===== config.mk =====
export PLATFORM = sky130hd
export DESIGN_NAME = uart_key_decoder
export DESIGN_NICKNAME = d
export VERILOG_FILES = /design/src/rtl/game_pkg.sv /design/src/rtl/key_ascii_map.sv /design/src/rtl/uart_key_decoder.sv
export SDC_FILE = /design/constraint.sdc
export NUM_CORES = 1
export LEC_CHECK = 0
export BUFFER_PORTS_ARGS = -buffer_cell sky130_fd_sc_hd__buf_4
export CAP_MARGIN = 5
export CORE_MARGIN = 4
export CORE_UTILIZATION = 45
export DETAILED_ROUTE_END_ITERATION = 8
export GPL_TIMING_DRIVEN = 0
export SLEW_MARGIN = 20
export SYNTH_ARGS = -nofsm -noshare
export SYNTH_HDL_FRONTEND = slang
export SYNTH_SLANG_ARGS = --single-unit

===== constraint.sdc =====
create_clock -name clk -period 2.87 [get_ports clk]
set_input_delay 0.574 -clock clk [delete_from_list [all_inputs] [get_ports clk]]
set_output_delay 0.574 -clock clk [all_outputs]
set_load 0.01 [all_outputs]

===== src/rtl/game_pkg.sv =====
// Shared game definitions: command codes used by the key decoder and the game-state logic,
// plus the ASCII constants needed to recognise VT100 escape sequences.
package game_pkg;

    typedef enum logic [2:0] {
        CMD_UP       = 3'd0,
        CMD_DOWN     = 3'd1,
        CMD_LEFT     = 3'd2,
        CMD_RIGHT    = 3'd3,
        CMD_NEW_GAME = 3'd4,
        CMD_REDRAW   = 3'd5
    } cmd_t;

    typedef enum logic [1:0] {
        ST_IDLE    = 2'd0,
        ST_GOT_ESC = 2'd1,
        ST_GOT_CSI = 2'd2
    } key_state_t;

    localparam logic [7:0] ASC_ESC      = 8'h1B;
    localparam logic [7:0] ASC_LBRACKET = 8'h5B;
    localparam logic [7:0] ASC_SS3      = 8'h4F;

    // CSI parameter/intermediate bytes ('0'..'?') that may precede the final arrow letter
    function automatic logic is_csi_param(input logic [7:0] b);
        return (b >= 8'h30) && (b <= 8'h3F);
    endfunction

endpackage


===== src/rtl/key_ascii_map.sv =====
// Single-keystroke lookup: maps one received byte to a game command.
// o_hit is low for bytes that have no single-byte meaning (including ESC).
module key_ascii_map
    import game_pkg::*;
(
    input  logic [7:0] i_byte,
    output logic       o_hit,
    output cmd_t       o_cmd
);

    always_comb begin
        o_hit = 1'b1;
        o_cmd = CMD_UP;
        case (i_byte)
            8'h77, 8'h57:        o_cmd = CMD_UP;
            8'h73, 8'h53:        o_cmd = CMD_DOWN;
            8'h61, 8'h41:        o_cmd = CMD_LEFT;
            8'h64, 8'h44:        o_cmd = CMD_RIGHT;
            8'h6E, 8'h4E:        o_cmd = CMD_NEW_GAME;
            8'h72, 8'h52, 8'h0C: o_cmd = CMD_REDRAW;
            default:             o_hit = 1'b0;
        endcase
    end

endmodule


===== src/rtl/uart_key_decoder.sv =====
// Turns UART receive bytes (WASD, VT100 arrows, new-game, redraw) into game commands
// held in a one-entry valid/ready output register with overrun detection.
//
// state       | meaning
// ST_IDLE     | no sequence in progress, bytes go through the single-byte map
// ST_GOT_ESC  | ESC seen, waiting for '[' or 'O' (or a plain key)
// ST_GOT_CSI  | ESC [ / ESC O seen, waiting for parameters or the final arrow letter
module uart_key_decoder
    import game_pkg::*;
#(
    parameter int ESC_TIMEOUT = 1000000,
    parameter int DROP_CNT_W  = 8
) (
    input  logic                  clk,
    input  logic                  rst,
    input  logic [7:0]            i_rx_data,
    input  logic                  i_rx_valid,
    output logic [2:0]            o_cmd,
    output logic                  o_cmd_valid,
    input  logic                  i_cmd_ready,
    output logic                  o_overrun,
    output logic [DROP_CNT_W-1:0] o_drop_cnt
);

    localparam int             TW       = (ESC_TIMEOUT > 1) ? $clog2(ESC_TIMEOUT) : 1;
    localparam logic [TW-1:0]  TMO_LAST = TW'(ESC_TIMEOUT - 1);

    key_state_t            r_state;
    key_state_t            w_state_nxt;
    logic [TW-1:0]         r_timer;
    logic                  w_expired;
    logic                  w_map_hit;
    cmd_t                  w_map_cmd;
    logic                  w_hit;
    cmd_t                  w_cmd;
    cmd_t                  r_cmd;
    logic                  r_cmd_valid;
    logic                  r_overrun;
    logic [DROP_CNT_W-1:0] r_drop_cnt;

    key_ascii_map u_map (
        .i_byte (i_rx_data),
        .o_hit  (w_map_hit),
        .o_cmd  (w_map_cmd)
    );

    assign w_expired = (r_state != ST_IDLE) && (r_timer == TMO_LAST);

    // A received byte always wins over the timeout in the same cycle.
    always_comb begin
        w_state_nxt = r_state;
        w_hit       = 1'b0;
        w_cmd       = w_map_cmd;
        case (r_state)
            ST_IDLE: begin
                if (i_rx_valid) begin
                    if (i_rx_data == ASC_ESC) w_state_nxt = ST_GOT_ESC;
                    else                      w_hit       = w_map_hit;
                end
            end
            ST_GOT_ESC: begin
                if (i_rx_valid) begin
                    if (i_rx_data == ASC_LBRACKET || i_rx_data == ASC_SS3) begin
                        w_state_nxt = ST_GOT_CSI;
                    end else if (i_rx_data != ASC_ESC) begin
                        w_state_nxt = ST_IDLE;
                        w_hit       = w_map_hit;
                    end
                end else if (w_expired) begin
                    w_state_nxt = ST_IDLE;
                end
            end
            ST_GOT_CSI: begin
                if (i_rx_valid) begin
                    w_state_nxt = ST_IDLE;
                    case (i_rx_data)
                        8'h41: begin w_hit = 1'b1; w_cmd = CMD_UP;    end
                        8'h42: begin w_hit = 1'b1; w_cmd = CMD_DOWN;  end
                        8'h43: begin w_hit = 1'b1; w_cmd = CMD_RIGHT; end
                        8'h44: begin w_hit = 1'b1; w_cmd = CMD_LEFT;  end
                        default: begin
                            if (is_csi_param(i_rx_data)) w_state_nxt = ST_GOT_CSI;
                            else if (i_rx_data == ASC_ESC) w_state_nxt = ST_GOT_ESC;
                        end
                    endcase
                end else if (w_expired) begin
                    w_state_nxt = ST_IDLE;
                end
            end
            default: w_state_nxt = ST_IDLE;
        endcase
    end

    always_ff @(posedge clk) begin
        if (!rst) begin
            r_state     <= ST_IDLE;
            r_timer     <= '0;
            r_cmd       <= CMD_UP;
            r_cmd_valid <= 1'b0;
            r_overrun   <= 1'b0;
            r_drop_cnt  <= '0;
        end else begin
            r_state <= w_state_nxt;

            if (i_rx_valid || r_state == ST_IDLE || w_expired) r_timer <= '0;
            else                                              r_timer <= r_timer + 1'b1;

            r_overrun <= 1'b0;
            if (w_hit) begin
                if (!r_cmd_valid || i_cmd_ready) begin
                    r_cmd       <= w_cmd;
                    r_cmd_valid <= 1'b1;
                end else begin
                    r_overrun <= 1'b1;
                    if (r_drop_cnt != {DROP_CNT_W{1'b1}}) r_drop_cnt <= r_drop_cnt + 1'b1;
                end
            end else if (r_cmd_valid && i_cmd_ready) begin
                r_cmd_valid <= 1'b0;
            end
        end
    end

    assign o_cmd       = r_cmd;
    assign o_cmd_valid = r_cmd_valid;
    assign o_overrun   = r_overrun;
    assign o_drop_cnt  = r_drop_cnt;

endmodule


== Word-level counts from Yosys, hierarchy flattened ==
Cells that the tools add are included.
Word-level totals
  register bits after elaboration: 35
  input port bits: 12
  output and inout port bits: 13
  logic and storage cells: 91
Cells by class
  $add $sub $neg: 2
  $lt $le $gt $ge: 2
  equality and inequality tests: 27
  mux-type cells: 28
  bitwise gates (word level): 2
  reduce and logical (&&, ||, !) cells: 24
Operator list (count)
  8-bit by 7-bit == test with 1-bit output (second input constant): 16
  20-bit by 1-bit adder with 20-bit output (second input constant): 1
  20-bit == test (second input constant): 1
  2-bit two-way mux: 9
  3-bit case mux with 5 select lines: 1
  1-bit two-way mux: 13
  13-bit OR reduction: 1
  3-bit case mux with 4 select lines: 1
  2-bit OR reduction: 5
  8-bit by 1-bit adder with 8-bit output (second input constant): 1
  8-bit by 4-bit == test with 1-bit output (second input constant): 1
  8-bit by 5-bit == test with 1-bit output (second input constant): 1
  8-bit by 6-bit >= comparator with 1-bit output (second input constant): 1
  8-bit by 6-bit less-or-equal comparator with 1-bit output (second input constant): 1
  8-bit by 5-bit inequality test with 1-bit output (second input constant): 1
  8-bit inequality test (second input constant): 1
  3-bit two-way mux: 2
  2-bit case mux with 3 select lines: 1
  2-bit AND reduction: 3
  3-bit AND reduction: 2
  1-bit logical OR: 4
  2-bit inequality test (second input constant): 2
  4-bit inequality test (second input constant): 1
  2-bit nonzero test: 2
  other kinds (10): 13

== Longest topological paths before layout ==
  depth in word-level cells: 9
  mapped depth: 8
  depth with buffers taken out: 8

== Hierarchy ==
A second synthesis with hierarchy kept.
Unflattened totals
  cell total of the unflattened synthesis: 249
  area, all modules: 2090.8 µm²
By module, submodules not included
  uart_key_decoder: instances 1, cells an instance 229, area each 1951.9 µm², sequential area each 700.7 µm²
  key_ascii_map: instances 1, cells an instance 20, area each 138.9 µm², sequential area each 0.0 µm²

== Worst setup path after synthesis ==
Ideal clock, no wire load.
  path type: input-to-reg
  from: input port i_rx_data[4]
  to: register r_drop_cnt[4] (netlist: o_drop_cnt[4])
  setup time: 0.059 ns
  arrival time: 2.201 ns
  required time: 2.811 ns
  path slack: 0.610 ns
  cell stages on the path: 8
  buffers on the path: 2
  path through: buf_6 -> or4b_4 -> nor2_2 -> a221o_2 -> a31oi_2 -> buf_6 -> or4_1 -> nand2_1
On the way
  cells in the longest elaborated chain, start to end: 8
  elaborated cells on any way between the ends: 32
  those cells by class: 19 x eq/ne; 9 x mux; 4 x reduce/logical
RTL lines
  start: declaration: line uart_key_decoder.sv:16  | input logic [7:0] i_rx_data,
  8-bit by 7-bit == test with 1-bit output (tied with other cells): line key_ascii_map.sv:14  | case (i_byte)
  13-bit OR reduction (no line)
  1-bit two-way mux: line key_ascii_map.sv:14
  1-bit two-way mux: line uart_key_decoder.sv:65  | end else if (i_rx_data != ASC_ESC) begin
  1-bit two-way mux: line uart_key_decoder.sv:63  | if (i_rx_data == ASC_LBRACKET || i_rx_data == ASC_SS3) begin
  1-bit two-way mux: line uart_key_decoder.sv:62  | if (i_rx_valid) begin
  1-bit case mux with 3 select lines (*): line uart_key_decoder.sv:54  | case (r_state)
  3-bit AND reduction (no line) (*)
  end signal: assignment: line uart_key_decoder.sv:115  | if (r_drop_cnt != {DROP_CNT_W{1'b1}}) r_drop_cnt <= r_drop_cnt + 1'b1;
  end: declaration: line uart_key_decoder.sv:39  | logic [DROP_CNT_W-1:0] r_drop_cnt;
Mark *: on every way between the ends. The rest lies on a longest branch, timed or not.
A chain may end at the register's enable or synchronous reset.

== Worst setup path in the final report ==
  from: input port i_rx_data[5]
  to: register r_state[1]
On the way
  cells in the longest elaborated chain, start to end: 6
  elaborated cells on any way between the ends: 22
  those cells by class: 2 x order compare; 10 x eq/ne; 6 x mux; 4 x reduce/logical
RTL lines
  8-bit by 6-bit >= comparator with 1-bit output / 8-bit by 6-bit less-or-equal comparator with 1-bit output (equally long branches): line game_pkg.sv:26  | return (b >= 8'h30) && (b <= 8'h3F);
  1-bit logical AND: line game_pkg.sv:26
  2-bit two-way mux: line uart_key_decoder.sv:82  | if (is_csi_param(i_rx_data)) w_state_nxt = ST_GOT_CSI;
  2-bit two-way mux: line uart_key_decoder.sv:76  | case (i_rx_data)
  2-bit two-way mux: line uart_key_decoder.sv:74  | if (i_rx_valid) begin
  2-bit case mux with 3 select lines: line uart_key_decoder.sv:54
  end signal: assignment: line uart_key_decoder.sv:103  | r_state <= w_state_nxt;
  end: declaration: line uart_key_decoder.sv:28  | key_state_t r_state;
Several ways; a longest one is shown, not always the timed one.

==> impl_results.md <==
- Status: completed
- Final WL: 3980 um
- Register area: 701 sq um
- Diodes inserted: 0
- Util after Layout: 55.1%
- Placer congestion estimate: 0.859
- PostCTS Resize Cnt: 0
- Cts hold-fix bufs: 0
- Largest family of logic cells by synthesized area: simple AND/OR/NAND/NOR gates
- Hold path depth: 1
- RSZ-0062 raised after global routing: no
- Max capacitance violation total: 0
- CP required: 3.04 ns
- Port buffer count: 22
- Most frequent cells in the layout: dfxtp_1, nor2_1, buf_4, nand3_1, xor2_1
- Adder-Cell Fraction of Synth Area: 4.52%
- Cells on worst reg2reg path: 8
- Worst slack, placed: 0.409 ns
- Routed len/inst: 12.9 um
- CP Capture Type: register
- Largest net degree at the start of global routing: 12
- First-pass GRT wire length: 6760 um
- # IOs: 25
- Htree depth: 2
- CTS sink count: 35
- Syn Nets: 246
- Mean post-synth cell area: 8.54 sq um
- Antenna violations before repair: 0
- CP startpoint kind: primary input
- Kind of critical path: primary input to register
- Vias per inst: 5.42
- Post-route setup slack: 0.697 ns
- Via count: 1664
- Clock-pin slew on the worst setup and hold paths: 0.07 ns
- Period Utilization, post-route: 75.7%
- Clk_lat worst skew: 0.29 ns
- Final Non-Filler Cells: 307
- Vias in the first global route: 1463
- Core area: 4090 sq um
- Worst rel slew slack: 66.8%
- CP max-delay cell: or4b_1
- HP Class: register to register
- Die Wd: 73.7 um
- Hold_sp: r_timer[0]
- Post-CTS Setup Bufs: 0
- Std-Cell Rows: 23
- Commonest non-fill, non-tap cell in the layout: dfxtp_1
- R2R Setup Slk: 0.80 ns
- Crit-path max FO: 5
- Synth Area in Simple Gates: 31.0%
- ANT nets after route: 0
- Endpoints failing hold: 0
- Yosys warns: 0
- Post-synthesis xor/xnor area fraction: 9.94%
- Slew @ Worst Pin: 0.491 ns
- CTS tree: built
- Setup violators final: 0
- Area of the multi-input gates: 1160 sq um
- Fin crit period: 2.17 ns
- Max Freq: 460 MHz
- Clock Path Buffers: 2
- DRC viols: 0
- Primary FF master, synth: dfxtp_1
- Die ar.: 5420 sq um
- Leakage power: 0.816 nW
- DR iter-0 viols: 71
- PwrDens: 406 nW/um^2
- Hold Path End: r_timer[0]
- Die height: 73.7 um
- CTS Buf Count: 5
- Grt ovf: 0
- FF-to-FF Start: r_state[0]
- P&R area growth vs syn: 16.1%
- Initial cell density of the core: 47.5%
- Clk_skew: 0.00980 ns
- Initial DRT Pass Iterations: 4
- DP Cell Count: 299
- Synthesized area: 1940 sq um
- Setup_tns: 0 ns
- Netlist cell types: 50
- FF+latch count, synth: 35
- Mux contribution to synthesized area: 2.06%
- Syn Inst Count: 227
- Filler cells: 407
- Post-synthesis compound-gate area fraction: 12.5%
- Fin nets: 275
- Critical Path Max Stage Delay: 0.59 ns
- EDFF count, synth: 0
- Gr usage total: 15.9%
- Slew Viols, Final: 0
- Worst path cell trace: buf_4 -> or4b_1 -> nor4b_1 -> mux2i_1 -> o31ai_1 -> nand3_1 -> o21ai_1
- Root buf cell: clkbuf_8
- VDD IR max: 0.000235 V
- Critical Path AT: 2.35 ns
- Post-synth ARST share: 0%
- R2r endpoint: o_drop_cnt[4]
- HPWL Detailed: 2950 um
- Layout cells sized above 1: 14.8%
- Sequential element share of the synthesized area: 36.1%
## layer usage
metal | up-vias | routed length, um | global-route usage [%]
met5 | - | 0 | 0
met4 | 0 | 67 | 6.04
met3 | 8 | 152 | 3.42
met2 | 26 | 1680 | 22.1
met1 | 757 | 2070 | 23.6
li1 | 873 | - | -
## flip-flops by register name, indices dropped and copies added, names as in the netlist
signal and cells:
r_timer 20, o_drop_cnt 8, o_cmd 3, r_state 2
o_cmd_valid 1, o_overrun 1
## how the worst max path moves through the flow
stage | start | to | slack (ns)
final | i_rx_data[5] | r_state[1] | 0.70
after floorplan | i_rx_data[4] | o_drop_cnt[4] | 0.61
after detailed placement | i_rx_data[5] | o_drop_cnt[4] | 0.41
after global routing | i_rx_data[5] | r_state[1] | 0.58
after global placement | i_rx_data[5] | r_state[1] | 0.43
after CTS | i_rx_data[5] | r_state[1] | 0.71
## critical path: cells and delay by family
kind	cells	cell delay [ns]
AO/OA/AOI/OAI	2	0.20
AND/OR/NAND/NOR	3	1.16
multiplexers	1	0.30
buffers and inverters	1	0.13
## cell families (layout without fill, tap and decap cells)
kind of cell / after synthesis / after routing
buffers and inverters: 16 / 46
multiplexers: 4 / 4
AO/OA/AOI/OAI: 34 / 34
adder cells (fa/ha/maj): 7 / 7
XOR/XNOR: 22 / 22
AND/OR/NAND/NOR: 109 / 109
flip-flops: 35 / 35
## cell type report
| type | count | share of cell area (%) |
|---|---|---|
| Buffer | 7 | 1.89 |
| Sequential cell | 35 | 31.1 |
| Tap cell | 50 | 2.78 |
| Clock inverter | 2 | 0.556 |
| Clock buffer | 6 | 3.22 |
| Timing Repair Buffer | 22 | 7.33 |
| Multi-Input combinational cell | 176 | 51.6 |
| Inverter | 9 | 1.50 |
## metrics by stage
step	cell area [sq um]	power [mW]	hold WS, ns
floorplan	1940	0.547	0.430
global placement	2170	0.575	0.447
detailed placement	2170	0.575	0.451
CTS	2250	0.927	0.466
global route	2250	0.958	0.486
finish	2250	0.914	0.463
## power breakdown
group | internal [mW] | switching, mW
combinational | 0.0318 | 0.0411
sequential | 0.488 | 0.00328
clock | 0.170 | 0.181
## cells in the mapped netlist, drive strengths merged (2+ instances only)
| library cell | count | area (sq um) |
|---|---|---|
| a211oi | 2 | 15.0 |
| a21oi | 8 | 40.0 |
| a31oi | 2 | 18.8 |
| a41oi | 3 | 26.3 |
| and2 | 3 | 18.8 |
| and3 | 3 | 18.8 |
| and4 | 6 | 52.6 |
| buf | 3 | 27.5 |
| clkbuf | 4 | 15.0 |
| dfxtp | 35 | 701 |
| ha | 7 | 87.6 |
| inv | 8 | 30.0 |
| mux2i | 4 | 40.0 |
| nand2 | 14 | 52.6 |
| nand2b | 3 | 18.8 |
| nand3 | 16 | 80.1 |
| nand3b | 2 | 15.0 |
| nand4 | 3 | 18.8 |
| nand4bb | 2 | 22.5 |
| nor2 | 34 | 130 |
| nor2b | 6 | 37.5 |
| nor3 | 2 | 10.0 |
| nor4 | 2 | 12.5 |
| nor4bb | 2 | 20.0 |
| o211ai | 2 | 15.0 |
| o21ai | 5 | 25.0 |
| o31ai | 4 | 30.0 |
| or3 | 2 | 12.5 |
| or4 | 3 | 22.5 |
| or4b | 2 | 23.8 |
| xnor2 | 7 | 61.3 |
| xor2 | 15 | 131 |
Note: power is estimated with default switching activity, not from simulation.
